`src/rtl/nanov_exec_harness_pkg.sv`:
```
// Shared definitions for the nanoV execution harness: idle instruction
// encoding, FSM state type and the phase-counter width helper.
package nanov_exec_harness_pkg;

  localparam logic [31:0] NOP_INSTR = 32'h0000_0013;  // addi x0,x0,0

  typedef enum logic {
    ST_IDLE = 1'b0,
    ST_EXEC = 1'b1
  } state_t;

  function automatic int unsigned cyc_width(input int unsigned cycles);
    return (cycles <= 2) ? 1 : $clog2(cycles);
  endfunction

endpackage

```
`src/rtl/nanov_exec_harness_fifo.sv`:
```
// Generic synchronous FIFO with synchronous clear; used for both the
// instruction queue and the result queue of the execution harness.
module nanov_exec_harness_fifo #(
  parameter int unsigned WIDTH = 32,
  parameter int unsigned DEPTH = 4
) (
  input  logic                     clk,
  input  logic                     rstn,
  input  logic                     clear,
  input  logic                     push,
  input  logic                     pop,
  input  logic [WIDTH-1:0]         wdata,
  output logic [WIDTH-1:0]         rdata,
  output logic                     full,
  output logic                     empty,
  output logic [$clog2(DEPTH):0]   count
);

  localparam int unsigned AW = $clog2(DEPTH);

  logic [WIDTH-1:0] mem [DEPTH];
  logic [AW-1:0]    wr_ptr;
  logic [AW-1:0]    rd_ptr;
  logic             do_push;
  logic             do_pop;

  assign full  = (count == (AW+1)'(DEPTH));
  assign empty = (count == '0);
  assign rdata = mem[rd_ptr];

  // A push on a full queue is still taken when the head leaves the same cycle.
  assign do_pop  = pop & ~empty;
  assign do_push = push & (~full | do_pop);

  always_ff @(posedge clk or negedge rstn) begin
    if (!rstn) begin
      wr_ptr <= '0;
      rd_ptr <= '0;
      count  <= '0;
      for (int unsigned i = 0; i < DEPTH; i++) mem[i] <= '0;
    end else if (clear) begin
      wr_ptr <= '0;
      rd_ptr <= '0;
      count  <= '0;
    end else begin
      if (do_push) begin
        mem[wr_ptr] <= wdata;
        wr_ptr      <= wr_ptr + AW'(1);
      end
      if (do_pop) rd_ptr <= rd_ptr + AW'(1);
      count <= count + (AW+1)'(do_push) - (AW+1)'(do_pop);
    end
  end

endmodule

```
`src/rtl/nanov_exec_harness.sv`:
```
// Streams queued instructions into the nanoV core one at a time, sequences the
// per-instruction phase counter and collects results into a valid/ready queue.
module nanov_exec_harness
  import nanov_exec_harness_pkg::*;
#(
  parameter int unsigned     XLEN     = 32,
  parameter int unsigned     ILEN     = 32,
  parameter int unsigned     CYCLES   = 4,
  parameter int unsigned     IQ_DEPTH = 4,
  parameter int unsigned     RQ_DEPTH = 2,
  parameter logic [ILEN-1:0] NOP      = ILEN'(NOP_INSTR)
) (
  input  logic                          clk,
  input  logic                          rstn,
  input  logic [ILEN-1:0]               in_instr,
  input  logic                          in_valid,
  output logic                          in_ready,
  input  logic                          flush,
  output logic [ILEN-1:0]               core_instr,
  output logic [cyc_width(CYCLES)-1:0]  core_cycle,
  input  logic [XLEN-1:0]               core_data,
  input  logic                          core_br,
  output logic [XLEN-1:0]               res_data,
  output logic                          res_branch,
  output logic                          res_valid,
  input  logic                          res_ready,
  output logic                          busy,
  output logic [15:0]                   retired
);

  localparam int unsigned CYC_W = cyc_width(CYCLES);
  localparam int unsigned IQ_CW = $clog2(IQ_DEPTH) + 1;
  localparam int unsigned RQ_CW = $clog2(RQ_DEPTH) + 1;

  state_t            state, state_n;
  logic [ILEN-1:0]   instr_n;
  logic [CYC_W-1:0]  cycle_n;
  logic              launch;
  logic              launch_ok;
  logic              final_phase;

  logic              iq_push, iq_full, iq_empty;
  logic [ILEN-1:0]   iq_head;
  logic [IQ_CW-1:0]  iq_count;

  logic              rq_push, rq_pop, rq_full, rq_empty;
  logic [XLEN:0]     rq_head;
  logic [RQ_CW-1:0]  rq_count;
  logic [RQ_CW:0]    rq_occ;

  assign in_ready = ~iq_full & ~flush;
  assign iq_push  = in_valid & in_ready;

  nanov_exec_harness_fifo #(
    .WIDTH (ILEN),
    .DEPTH (IQ_DEPTH)
  ) u_iq (
    .clk   (clk),
    .rstn  (rstn),
    .clear (flush),
    .push  (iq_push),
    .pop   (launch),
    .wdata (in_instr),
    .rdata (iq_head),
    .full  (iq_full),
    .empty (iq_empty),
    .count (iq_count)
  );

  nanov_exec_harness_fifo #(
    .WIDTH (XLEN + 1),
    .DEPTH (RQ_DEPTH)
  ) u_rq (
    .clk   (clk),
    .rstn  (rstn),
    .clear (1'b0),
    .push  (rq_push),
    .pop   (rq_pop),
    .wdata ({core_br, core_data}),
    .rdata (rq_head),
    .full  (rq_full),
    .empty (rq_empty),
    .count (rq_count)
  );

  assign res_valid  = ~rq_empty;
  assign res_data   = rq_head[XLEN-1:0];
  assign res_branch = rq_head[XLEN];
  assign rq_pop     = res_valid & res_ready;

  assign final_phase = (state == ST_EXEC) && (core_cycle == CYC_W'(CYCLES - 1));
  assign rq_push     = final_phase;

  // Occupancy after this clock includes the result retiring now, so a new
  // launch only happens once its own result slot is reserved.
  assign rq_occ    = {1'b0, rq_count} + (RQ_CW+1)'(rq_push) - (RQ_CW+1)'(rq_pop);
  assign launch_ok = ~iq_empty & ~flush & (rq_occ < (RQ_CW+1)'(RQ_DEPTH));

  assign busy = (state == ST_EXEC) | (iq_count != '0);

  always_comb begin
    state_n = state;
    instr_n = core_instr;
    cycle_n = core_cycle;
    launch  = 1'b0;
    case (state)
      ST_IDLE: launch = launch_ok;
      ST_EXEC: begin
        if (final_phase) launch = launch_ok;
        else             cycle_n = core_cycle + CYC_W'(1);
      end
      default: state_n = ST_IDLE;
    endcase
    if (launch) begin
      state_n = ST_EXEC;
      instr_n = iq_head;
      cycle_n = '0;
    end else if (final_phase) begin
      state_n = ST_IDLE;
      instr_n = NOP;
      cycle_n = '0;
    end
  end

  always_ff @(posedge clk or negedge rstn) begin
    if (!rstn) begin
      state      <= ST_IDLE;
      core_instr <= NOP;
      core_cycle <= '0;
      retired    <= '0;
    end else begin
      state      <= state_n;
      core_instr <= instr_n;
      core_cycle <= cycle_n;
      if (final_phase) retired <= retired + 16'd1;
    end
  end

  always_ff @(posedge clk) begin
    if (rstn && rq_push) assert (!rq_full || rq_pop);
  end

endmodule

```
`config.mk`:
```
export PLATFORM = sky130hd
export DESIGN_NAME = nanov_exec_harness
export DESIGN_NICKNAME = d
export VERILOG_FILES = /design/src/rtl/nanov_exec_harness_pkg.sv /design/src/rtl/nanov_exec_harness_fifo.sv /design/src/rtl/nanov_exec_harness.sv
export SDC_FILE = /design/constraint.sdc
export NUM_CORES = 1
export LEC_CHECK = 0
export ABC_CLOCK_PERIOD_IN_PS = 5100
export CORE_MARGIN = 5
export CORE_UTILIZATION = 40
export CTS_BUF_LIST = sky130_fd_sc_hd__clkbuf_2 sky130_fd_sc_hd__clkbuf_4 sky130_fd_sc_hd__clkbuf_8
export CTS_CLUSTER_DIAMETER = 80
export DETAILED_ROUTE_END_ITERATION = 16
export PLACE_DENSITY = 0.59
export SLEW_MARGIN = 5
export SYNTH_ARGS = -nofsm -noshare
export SYNTH_HDL_FRONTEND = slang
export SYNTH_HIERARCHICAL = 1
export SYNTH_SLANG_ARGS = --single-unit
```
`constraint.sdc`:
```
create_clock -name clk -period 5.1 [get_ports clk]
set_clock_uncertainty 0.2 [all_clocks]
set_input_delay 1.02 -clock clk [delete_from_list [all_inputs] [get_ports clk]]
set_output_delay 1.02 -clock clk [all_outputs]
set_load 0.03 [all_outputs]
```
==> flow_metrics.tcl, run 1 <==
set metrics [dict create \
    ant_nets 0 \
    required_ns 5.36 \
    worst_slack_ns 0.5878 \
    total_power_mw 8.033 \
    cts_tree "built" \
    reg2reg_depth 18 \
    start_util_pct 40.26 \
    slew_violations 0 \
    grt.total_usage_pct 16.57 \
    drive_gt1_share_pct 32.27 \
    hpwlAfterDp_um 17030 \
    critical_path.endpoint_type "register" \
    post-place-cells 1314 \
    instances_no_fill 1391 \
    period_share_pct 88.48 \
    avgSynthCellArea_um2 14.97 \
    cts-root-buf "clkbuf_8" \
    h-tree-depth 2 \
    cp.arrival_ns 4.78 \
    hp-class "register to register" \
    rsz0062_at_grt "no" \
    place_ws_ns 0.03531 \
    cts_buffers 45 \
    num_rows 63 \
    die_w_um 182.2 \
    peakVddDrop_v 0.0002368 \
    fin_tns_setup_ns 0 \
    via_per_inst 5.183 \
    switching_share_pct 33.74 \
    grt_max_degree 110 \
    core_mm2 0.02948 \
    multi_input_area_mm2 0.005109 \
    seq_power_share_pct 38.6 \
    io_buffer_count 155 \
    synth_cells 793 \
    period_needed_ns 4.512 \
    netSwitchingPower_mw 2.710 \
    met2_usage_pct 26.93 \
    dr.pass1.iters 4 \
    clock_path_buffers 3 \
    yosysWarnings 6 \
    leakage_nw 6.699 \
    max_slew_margin_pct 40.71 \
    worstMarginPinSlew_ns 0.8893 \
    cts_hold_buf 0 \
    fmax_ghz 0.2216 \
    cts_resized 0 \
    antennaDiodeCount 0 \
    route.detailed.drc 0 \
    gp_congestion 0.6970 \
    grtUsageMet1_pct 23.01 \
    top_usage_layer "met2" \
    cp_max_fo 3 \
    cts_setup_buffers 0 \
    clkPwrFrac_pct 24.0 \
    antenna_found_initial 0 \
    num_vias 7209 \
    p_per_area_mw_per_mm2 543.8 \
    maxCapViolations 0 \
    hold_depth 1 \
    die_height_um 182.2 \
    routed_wl_um 27120 \
    clk_latency_ns 0.55 \
    globalRouteMet3Util_pct 3.209 \
    crit_type "primary input to register" \
    final_util_pct 50.11 \
    area_growth_pct 24.48 \
    fillers 2648 \
    grt_pass1_wl_um 44430 \
    overflow 0 \
    clk_pin_slew_ns 0.06 \
    setup_viol 0 \
    comb_power_share_pct 37.4 \
    grt_pass1_vias 7984 \
    finalHoldViolCount 0 \
    nets 1054 \
    ios 156 \
    wl_per_cell_um 19.50 \
    netlist_area_mm2 0.01187 \
    crit_path_start_kind "primary input" \
    clock_sinks 256 \
    status "finished, final reports clean" \
    die_area_mm2 0.03321 \
    p_int_mw 5.323 \
    drtIter0Drc 271 \
    seq_area_mm2 0.006411 \
]
==> power groups by stage <==
stage | combinational [mW] | clock [mW] | sequential, mW
2_1_floorplan | 1.93 | 0 | 3.20
4_1_cts | 3.04 | 2.01 | 3.11
3_3_place_gp | 2.99 | 0 | 3.11
6_report | 3.00 | 1.93 | 3.10
5_1_grt | 3.24 | 2.10 | 3.19
3_5_place_dp | 3.04 | 0 | 3.13
==> registers in the layout, indices dropped and copies added (netlist names) <==
register     count
u_iq/wr_ptr      2
u_iq/mem       128
u_rq/count       2
core_cycle       2
state            1
u_rq/rd_ptr      1
core_instr      32
u_rq/mem        66
u_rq/wr_ptr      1
u_iq/count       3
u_iq/rd_ptr      2
retired         16
==> path summary, 6_finish.rpt <==
path / startpoint / end / slack, ns
max in group asynchronous: rstn / u_rq/mem[61]$_DFFE_PN0P_ / 3.22
setup reg to reg: u_rq/count[1]$_DFF_PN0_ / u_iq/count[2]$_DFF_PN0_ / 0.97
hold reg to reg: u_iq/mem[19]$_DFFE_PN0P_ / u_iq/mem[19]$_DFFE_PN0P_ / 0.28
hold / removal: u_iq/mem[19]$_DFFE_PN0P_ / u_iq/mem[19]$_DFFE_PN0P_ / 0.28
min in group asynchronous: rstn / u_iq/mem[105]$_DFFE_PN0P_ / 0.31
setup / recovery: res_ready / u_iq/count[2]$_DFF_PN0_ / 0.59
==> per-layer routing <==
metal,vias up,routed length [um]
met5,-,0
met4,0,500
met3,47,1238
met2,152,12900
met1,3729,12490
li1,3281,-
==> critical path, cell delays in order <==
cell and delay [ns]:
clkdlybuf4s50_1 0.48, nor2b_1 0.24, ha_1 0.26, nand2b_1 0.15, fa_1 0.38, xnor2_1 0.22
nand3_2 0.11, nor2_1 0.29, nor4b_4 0.09, nand2b_1 0.20, ha_1 0.29, inv_1 0.05
ha_1 0.13, inv_1 0.05, fa_1 0.37, xor2_1 0.16, and2_1 0.16, nor3_1 0.12
==> per-stage QoR <==
stage	hold WS [ns]	cell area [um2]
4_1_cts	0.2793	14770
3_5_place_dp	0.2681	13840
3_3_place_gp	0.2615	13840
6_report	0.2785	14770
2_1_floorplan	0.2524	11890
5_1_grt	0.3001	14770
==> cells in the final DEF, fill, tap and decap left out, types with 14 or more instances in the layout <==
master / instances
mux4_2: 32
mux2i_1: 32
buf_4: 22
a32oi_1: 29
clkdlybuf4s50_1: 154
mux2_4: 30
dfrtp_1: 252
inv_1: 14
nor2_1: 19
clkbuf_8: 57
o21ai_1: 28
clkbuf_4: 17
mux2_2: 136
mux2_1: 64
==> area by class of cell <==
type	count	share of cell area [%]
clock buffer	74	6.174
clock inverter	3	0.1270
inverter	14	0.3557
multi-input combinational	474	34.58
sequential	256	43.40
tap	390	3.303
timing repair buffer	180	12.06
Note: power is estimated with default switching activity, not from simulation.
==> run 2, diff against run 1 <==
SYNTH_HIERARCHICAL = default   (was 1)
==> run 2 against run 1 <==
  * Flip-flop and latch count is the same
  * Largest cell class unchanged
  * Setup slack gained 0.51 ns
  * Maximum frequency grew 13%
  * Die area shrank 3.3%
  * Sequential share of layout area grew 1.2 points
  * Highest routed layer unchanged
  * Cell count grew 0.65%
  * Sequential power grew 9.0%
  * Largest power group unchanged
  * Synthesized area shrank 3.4%
  * Core utilization grew 0.37 points
  * Power grew 7.4%
  * Synthesized cell count grew 2.1%
==> flow_metrics.tcl, run 2 <==
set metrics [dict create \
    status "finished, final reports clean" \
    async_reset_ff_share_pct 100.0 \
    path_cells "clkdlybuf4s50_1 > and2_1 > ha_1 > inv_1 > nand2_1 > fa_1 > nand2b_4 > nor4_1 > ha_1 > inv_1 > ha_1 > inv_1 > fa_1 > xor2_1 > xnor2_1 > nor2_1" \
    place_ws_ns 0.5216 \
    crit_type "primary input to register" \
    worst_slack_ns 1.100 \
    gp_congestion 0.7177 \
    drive_gt1_share_pct 36.91 \
    required_ns 5.32 \
    cp_slowest_cell "fa_1" \
    rsz0062_at_grt "no" \
    cts_buffers 45 \
    instances_no_fill 1400 \
    slew_violations 0 \
    ant_nets 0 \
    io_buffer_count 155 \
    synth_top_area_share_pct 55.25 \
    synth.yosys.seq_area_share_pct 55.94 \
    worstMarginPinSlew_ns 0.8923 \
    overflow 0 \
    reg_top3 "u_iq.mem (128), u_rq.mem (66), core_instr (32)" \
    dr.pass1.iters 4 \
    num_rows 62 \
    grt_pass1_wl_um 42160 \
    cts-root-buf "clkbuf_8" \
    crit_path_start "res_ready" \
    wl_per_cell_um 18.59 \
    comb_power_share_pct 38.4 \
    routed_wl_um 26030 \
    clock_sinks 256 \
    cts_resized 0 \
    post_synth_num_cell_types 40 \
    drtIter0Drc 313 \
    seq_area_mm2 0.006411 \
    max_slew_margin_pct 40.31 \
    clkPwrFrac_pct 22.4 \
    period_share_pct 78.44 \
    hpwlAfterDp_um 16640 \
    cts_setup_buffers 0 \
    die_w_um 179.3 \
    h-tree-depth 2 \
    clk_pin_slew_ns 0.06 \
    netSwitchingPower_mw 2.827 \
    cp_slowest_stage_delay_ns 0.53 \
    netlist_area_mm2 0.01146 \
    seq_power_share_pct 39.2 \
    regMostFlops "u_iq.mem" \
    finalHoldViolCount 0 \
    ios 156 \
    synth_edf_count 0 \
    crit_path_start_kind "primary input" \
    via_per_inst 5.069 \
    route.detailed.drc 0 \
    clk_latency_ns 0.53 \
    yosysWarnings 0 \
    ys.flop_type "dfrtp_1" \
    layout_common_cells "dfrtp_1, mux2_2, clkdlybuf4s50_1" \
    peakVddDrop_v 0.0002158 \
    grt_max_degree 114 \
    setup_viol 0 \
    yosys-top-cells-area "dfrtp_1, mux2_2, mux4_2" \
    fillers 2507 \
    cp_max_fo 5 \
    die_area_mm2 0.03213 \
    p_per_area_mw_per_mm2 600.1 \
    synth_nets 893 \
    cp.arrival_ns 4.22 \
    cts_tree "built" \
    avgSynthCellArea_um2 14.15 \
    maxCapViolations 0 \
    final_common_cell "dfrtp_1" \
    die_height_um 179.3 \
    largest_reg_flops 128 \
    p_int_mw 5.798 \
    cts_hold_buf 0 \
    ys_seq_elements 256 \
    area_growth_pct 25.43 \
    grt.total_usage_pct 16.52 \
    switching_share_pct 32.78 \
    start_util_pct 40.25 \
    antenna_found_initial 0 \
    period_needed_ns 4.000 \
    yosysTopAreaCell "dfrtp_1" \
    antennaDiodeCount 0 \
    synth_commonest_cells "dfrtp_1, mux2_2, nand2_1, nand3_1, mux4_2" \
    nets 1066 \
    multi_input_area_mm2 0.004751 \
    min_from "u_rq.rd_ptr$_DFFE_PN0P_" \
    core_mm2 0.02847 \
    num_vias 7096 \
    fin_tns_setup_ns 0 \
    fmax_ghz 0.2500 \
    hp-class "register to register" \
    synth_most_common_cell "dfrtp_1" \
    final_util_pct 50.48 \
    post-place-cells 1320 \
    rr_startpoint "u_rq.count[1]$_DFF_PN0_" \
    synth_cells 810 \
    grt_pass1_vias 7626 \
    leakage_nw 6.188 \
    critical_path.endpoint_type "register" \
    clock_path_buffers 3 \
]
-- run 2: changes by cell type in the layout (fill, tap and decap cells not counted), moves of 30 or more --
| cell | before | now |
|---|---|---|
| mux2i_1 | 32 | 1 |
| nand2_1 | 11 | 49 |
| mux2_1 | 64 | 1 |
| mux2_4 | 30 | 0 |
| mux2_2 | 136 | 227 |
-- run 2: stage by stage --
step           hold WS (ns)  cell area [um2]  total power [mW]
2_1_floorplan        0.2533            11460             5.594
3_3_place_gp         0.2597            13430             6.692
3_5_place_dp         0.2630            13430             6.761
4_1_cts              0.2712            14370             8.750
5_1_grt              0.3120            14370             9.181
6_report             0.2717            14370             8.625
-- run 2: routing by layer --
| layer | vias to the layer above | track usage (%) | share of wire (%) |
|---|---|---|---|
| li1 | 3261 | - | - |
| met1 | 3616 | 23.67 | 47 |
| met2 | 181 | 25.94 | 46 |
| met3 | 38 | 3.501 | 6.0 |
| met4 | 0 | 3.872 | 1.7 |
| met5 | - | 0 | 0 |
-- run 2: final cells by class --
| type | instances | area share (%) |
|---|---|---|
| sequential | 256 | 44.61 |
| inverter | 10 | 0.2612 |
| clock inverter | 3 | 0.1219 |
| clock buffer | 77 | 6.459 |
| timing repair buffer | 177 | 12.15 |
| multi-input combinational | 493 | 33.05 |
| tap | 384 | 3.343 |
-- run 2: final timing paths --
| path | to | slack [ns] | cells past startpoint |
|---|---|---|---|
| max | u_iq.count[2]$_DFF_PN0_ | 1.10 | 16 |
| min | u_rq.rd_ptr$_DFFE_PN0P_ | 0.27 | 1 |
| max reg2reg | u_iq.count[2]$_DFF_PN0_ | 1.40 | 17 |
| min reg2reg | u_rq.rd_ptr$_DFFE_PN0P_ | 0.27 | 1 |
| max in group asynchronous | core_instr[0]$_DFFE_PN1P_ | 3.26 | 2 |
| min in group asynchronous | u_rq.mem[19]$_DFFE_PN0P_ | 0.34 | 1 |
-- run 2: kinds of logic (layout without fill, tap and decap cells) --
| family | count (synthesis) | count (layout) | synth area share (%) |
|---|---|---|---|
| xor+xnor | 23 | 23 | 1.758 |
| buf+inv | 61 | 267 | 2.730 |
| compound gates | 36 | 36 | 1.682 |
| fa+ha+maj | 13 | 13 | 1.551 |
| mux | 261 | 261 | 28.78 |
| simple gates | 160 | 160 | 7.556 |
| flops | 256 | 256 | 55.94 |
-- run 2: worst max-delay path: cells and delay by family --
family                   cells  cell delay (ns)
adder cells (fa/ha/maj)      5             1.56
AND/OR/NAND/NOR              5             0.67
XOR/XNOR                     2             0.30
buffers and inverters        4             0.65
-- run 2: power groups by stage --
stage | sequential (mW) | clock [mW] | combinational [mW]
finish | 3.38 | 1.93 | 3.31
global route | 3.50 | 2.10 | 3.58
CTS | 3.38 | 2.01 | 3.36
detailed placement | 3.41 | 0 | 3.35
global placement | 3.39 | 0 | 3.30
floorplan | 3.44 | 0 | 2.16
==> run 3, diff against run 2 <==
ABC_CLOCK_PERIOD_IN_PS = 3800   (was 5100)
clock period = 3.8 ns   (was 5.1 ns; I/O delays follow)
==> run 3 against run 2 <==
  * Clock power rose by 34%
  * Worst hold slack got worse by 0.25 ns
  * Critical path type is now register to register
  * Register-to-register slack got worse by 1.2 ns
  * Critical path depth rose by 2
  * Design area rose by 1.2%
==> flow_metrics.tcl, run 3 (same netlist as run 2, synthesis figures left out) <==
set metrics [dict create \
    io_buffer_count 155 \
    nets 1077 \
    status "finished, final reports clean" \
    cp.arrival_ns 3.79 \
    antenna_found_initial 1 \
    clock_sinks 256 \
    die_w_um 179.3 \
    rr_startpoint "u_rq.count[0]$_DFF_PN0_" \
    drtIter0Drc 292 \
    r2r_setup_slack_ns 0.23 \
    wl_met1_um 12580 \
    route.detailed.drc 0 \
    crit_type "register to register" \
    cp_slowest_cell "fa_1" \
    hp-class "primary input to async pin" \
    maxCapViolations 0 \
    cp_max_fo 3 \
    clock_path_buffers 3 \
    layout_common_cells "dfrtp_1, mux2_2, clkdlybuf4s50_1" \
    area_growth_pct 26.92 \
    num_rows 62 \
    switching_share_pct 33.17 \
    hpwlAfterDp_um 17050 \
    period_share_pct 94.01 \
    dr.max_layer_used "met5" \
    cts-root-buf "clkbuf_8" \
    finalHoldViolCount 0 \
    period_needed_ns 3.572 \
    comb_power_share_pct 39.1 \
    drive_gt1_share_pct 38.66 \
    grt_max_degree 84 \
    cts_tree "built" \
    grt_pass1_vias 7670 \
    seq_power_share_pct 38.7 \
    final_util_pct 51.08 \
    antennaDiodeCount 0 \
    final_common_cell "dfrtp_1" \
    slew_violations 0 \
    regMostFlops "u_iq.mem" \
    crit_path_start_kind "register" \
    fmax_ghz 0.2799 \
    wl_per_cell_um 18.86 \
    cp_slowest_stage_delay_ns 0.60 \
    place_ws_ns -0.4061 \
    dr.pass1.iters 4 \
    cts_buffers 45 \
    required_ns 4.02 \
    endpoint "u_iq.count[2]$_DFF_PN0_" \
    reg2reg_depth 18 \
    netSwitchingPower_mw 3.891 \
    clk_latency_ns 0.54 \
    grt_pass1_wl_um 42550 \
    clkPwrFrac_pct 22.1 \
    start_util_pct 40.25 \
    rsz0062_at_grt "no" \
    p_int_mw 7.839 \
    met3_length_um 1475 \
    fin_tns_setup_ns 0 \
    die_area_mm2 0.03213 \
    reg_top3 "u_iq.mem (128), u_rq.mem (66), core_instr (32)" \
    peakVddDrop_v 0.0004821 \
    path_cells "inv_2 > nand2_2 > and2_4 > ha_1 > inv_1 > nand2_1 > fa_1 > nand2b_4 > nor4_4 > buf_4 > ha_1 > inv_1 > ha_1 > inv_1 > fa_2 > xor2_1 > xnor2_1 > nor2_1" \
    ios 156 \
    overflow 0 \
    r2r-end "u_iq.count[2]$_DFF_PN0_" \
    gp_congestion 0.7316 \
    leakage_nw 6.282 \
    ant_nets 0 \
    max_slew_margin_pct 56.66 \
    h-tree-depth 2 \
    setup_viol 0 \
    grt.total_usage_pct 16.69 \
    crit_path_start "u_rq.count[0]$_DFF_PN0_" \
    largest_reg_flops 128 \
    routed_wl_um 26610 \
    critical_path.endpoint_type "register" \
    clk_pin_slew_ns 0.06 \
    worstMarginPinSlew_ns 0.6500 \
    die_height_um 179.3 \
    num_vias 7238 \
    core_mm2 0.02847 \
    worst_slack_ns 0.2278 \
    route.met2.wl_um 12100 \
    via_per_inst 5.130 \
    p_per_area_mw_per_mm2 806.6 \
]
-- run 3: cell types whose count changed in the layout (fill, tap and decap cells not counted), moves of 2 or more --
cell	before	now
buf_4	20	27
nand2_1	49	45
inv_2	0	2
clkinv_2	2	6
nand2_2	1	5
clkbuf_4	21	16
buf_12	2	6
inv_1	10	8
and2_1	3	1
-- run 3: worst max-delay path, delay by kind of cell, from the launching register on --
family | cells | cell delay (ns)
xor+xnor | 2 | 0.32
buf+inv | 5 | 0.41
simple gates | 6 | 0.61
fa+ha+maj | 5 | 1.54
flops | 1 | 0.39
-- run 3: what timing repair did --
action                     in CTS  in global routing
setup buffers                   0                  1
resized for setup               0                  8
hold buffers                    0                  0
setup endpoints to repair       0                  1
-- run 3: power groups by stage --
stage	Sequential, mW	Combinational (mW)	Clock, mW
global placement	4.54	4.53	0
floorplan	4.61	2.90	0
global route	4.69	4.94	2.80
detailed placement	4.57	4.60	0
CTS	4.54	4.62	2.69
finish	4.54	4.59	2.59
-- run 3: worst min-delay path by stage --
stage | from | slack (ns) | endpoint | cells past startpoint
after detailed placement | u_rq.rd_ptr$_DFFE_PN0P_ | 0.28 | u_rq.rd_ptr$_DFFE_PN0P_ | 1
after CTS | rstn | 0.03 | core_instr[10]$_DFFE_PN0P_ | 1
after floorplan | u_iq.mem[102]$_DFFE_PN0P_ | 0.25 | u_iq.mem[102]$_DFFE_PN0P_ | 1
after global routing | rstn | 0.05 | core_instr[10]$_DFFE_PN0P_ | 1
final | rstn | 0.02 | core_instr[10]$_DFFE_PN0P_ | 1
after global placement | u_rq.rd_ptr$_DFFE_PN0P_ | 0.26 | u_rq.rd_ptr$_DFFE_PN0P_ | 1
-- run 3: layout make-up --
class	count	area, um2
multi-input cells	493	4790
clock inverters	7	37.54
fillers	2548	13930
clock buffers	73	904.6
well taps	384	480.5
inverters	10	37.54
flip-flops and latches	256	6411
repair buffers	188	1882
-- run 3: per-layer routing --
layer  GRT usage [%]  vias up
met5               0        -
met2           26.32      173
met1           23.76     3738
met4           4.062        2
li1                -     3281
met3           3.522       44
-- run 3: stage by stage --
| stage | area, um2 | std cells | total power [mW] | hold WS (ns) |
|---|---|---|---|---|
| after floorplan | 11460 | 810 | 7.514 | 0.2533 |
| after global placement | 13570 | 1330 | 9.071 | 0.2573 |
| after detailed placement | 13570 | 1330 | 9.176 | 0.2784 |
| after CTS | 14510 | 1410 | 11.85 | 0.02536 |
| after global routing | 14540 | 1411 | 12.44 | 0.04580 |
| final | 14540 | 1411 | 11.73 | 0.02349 |
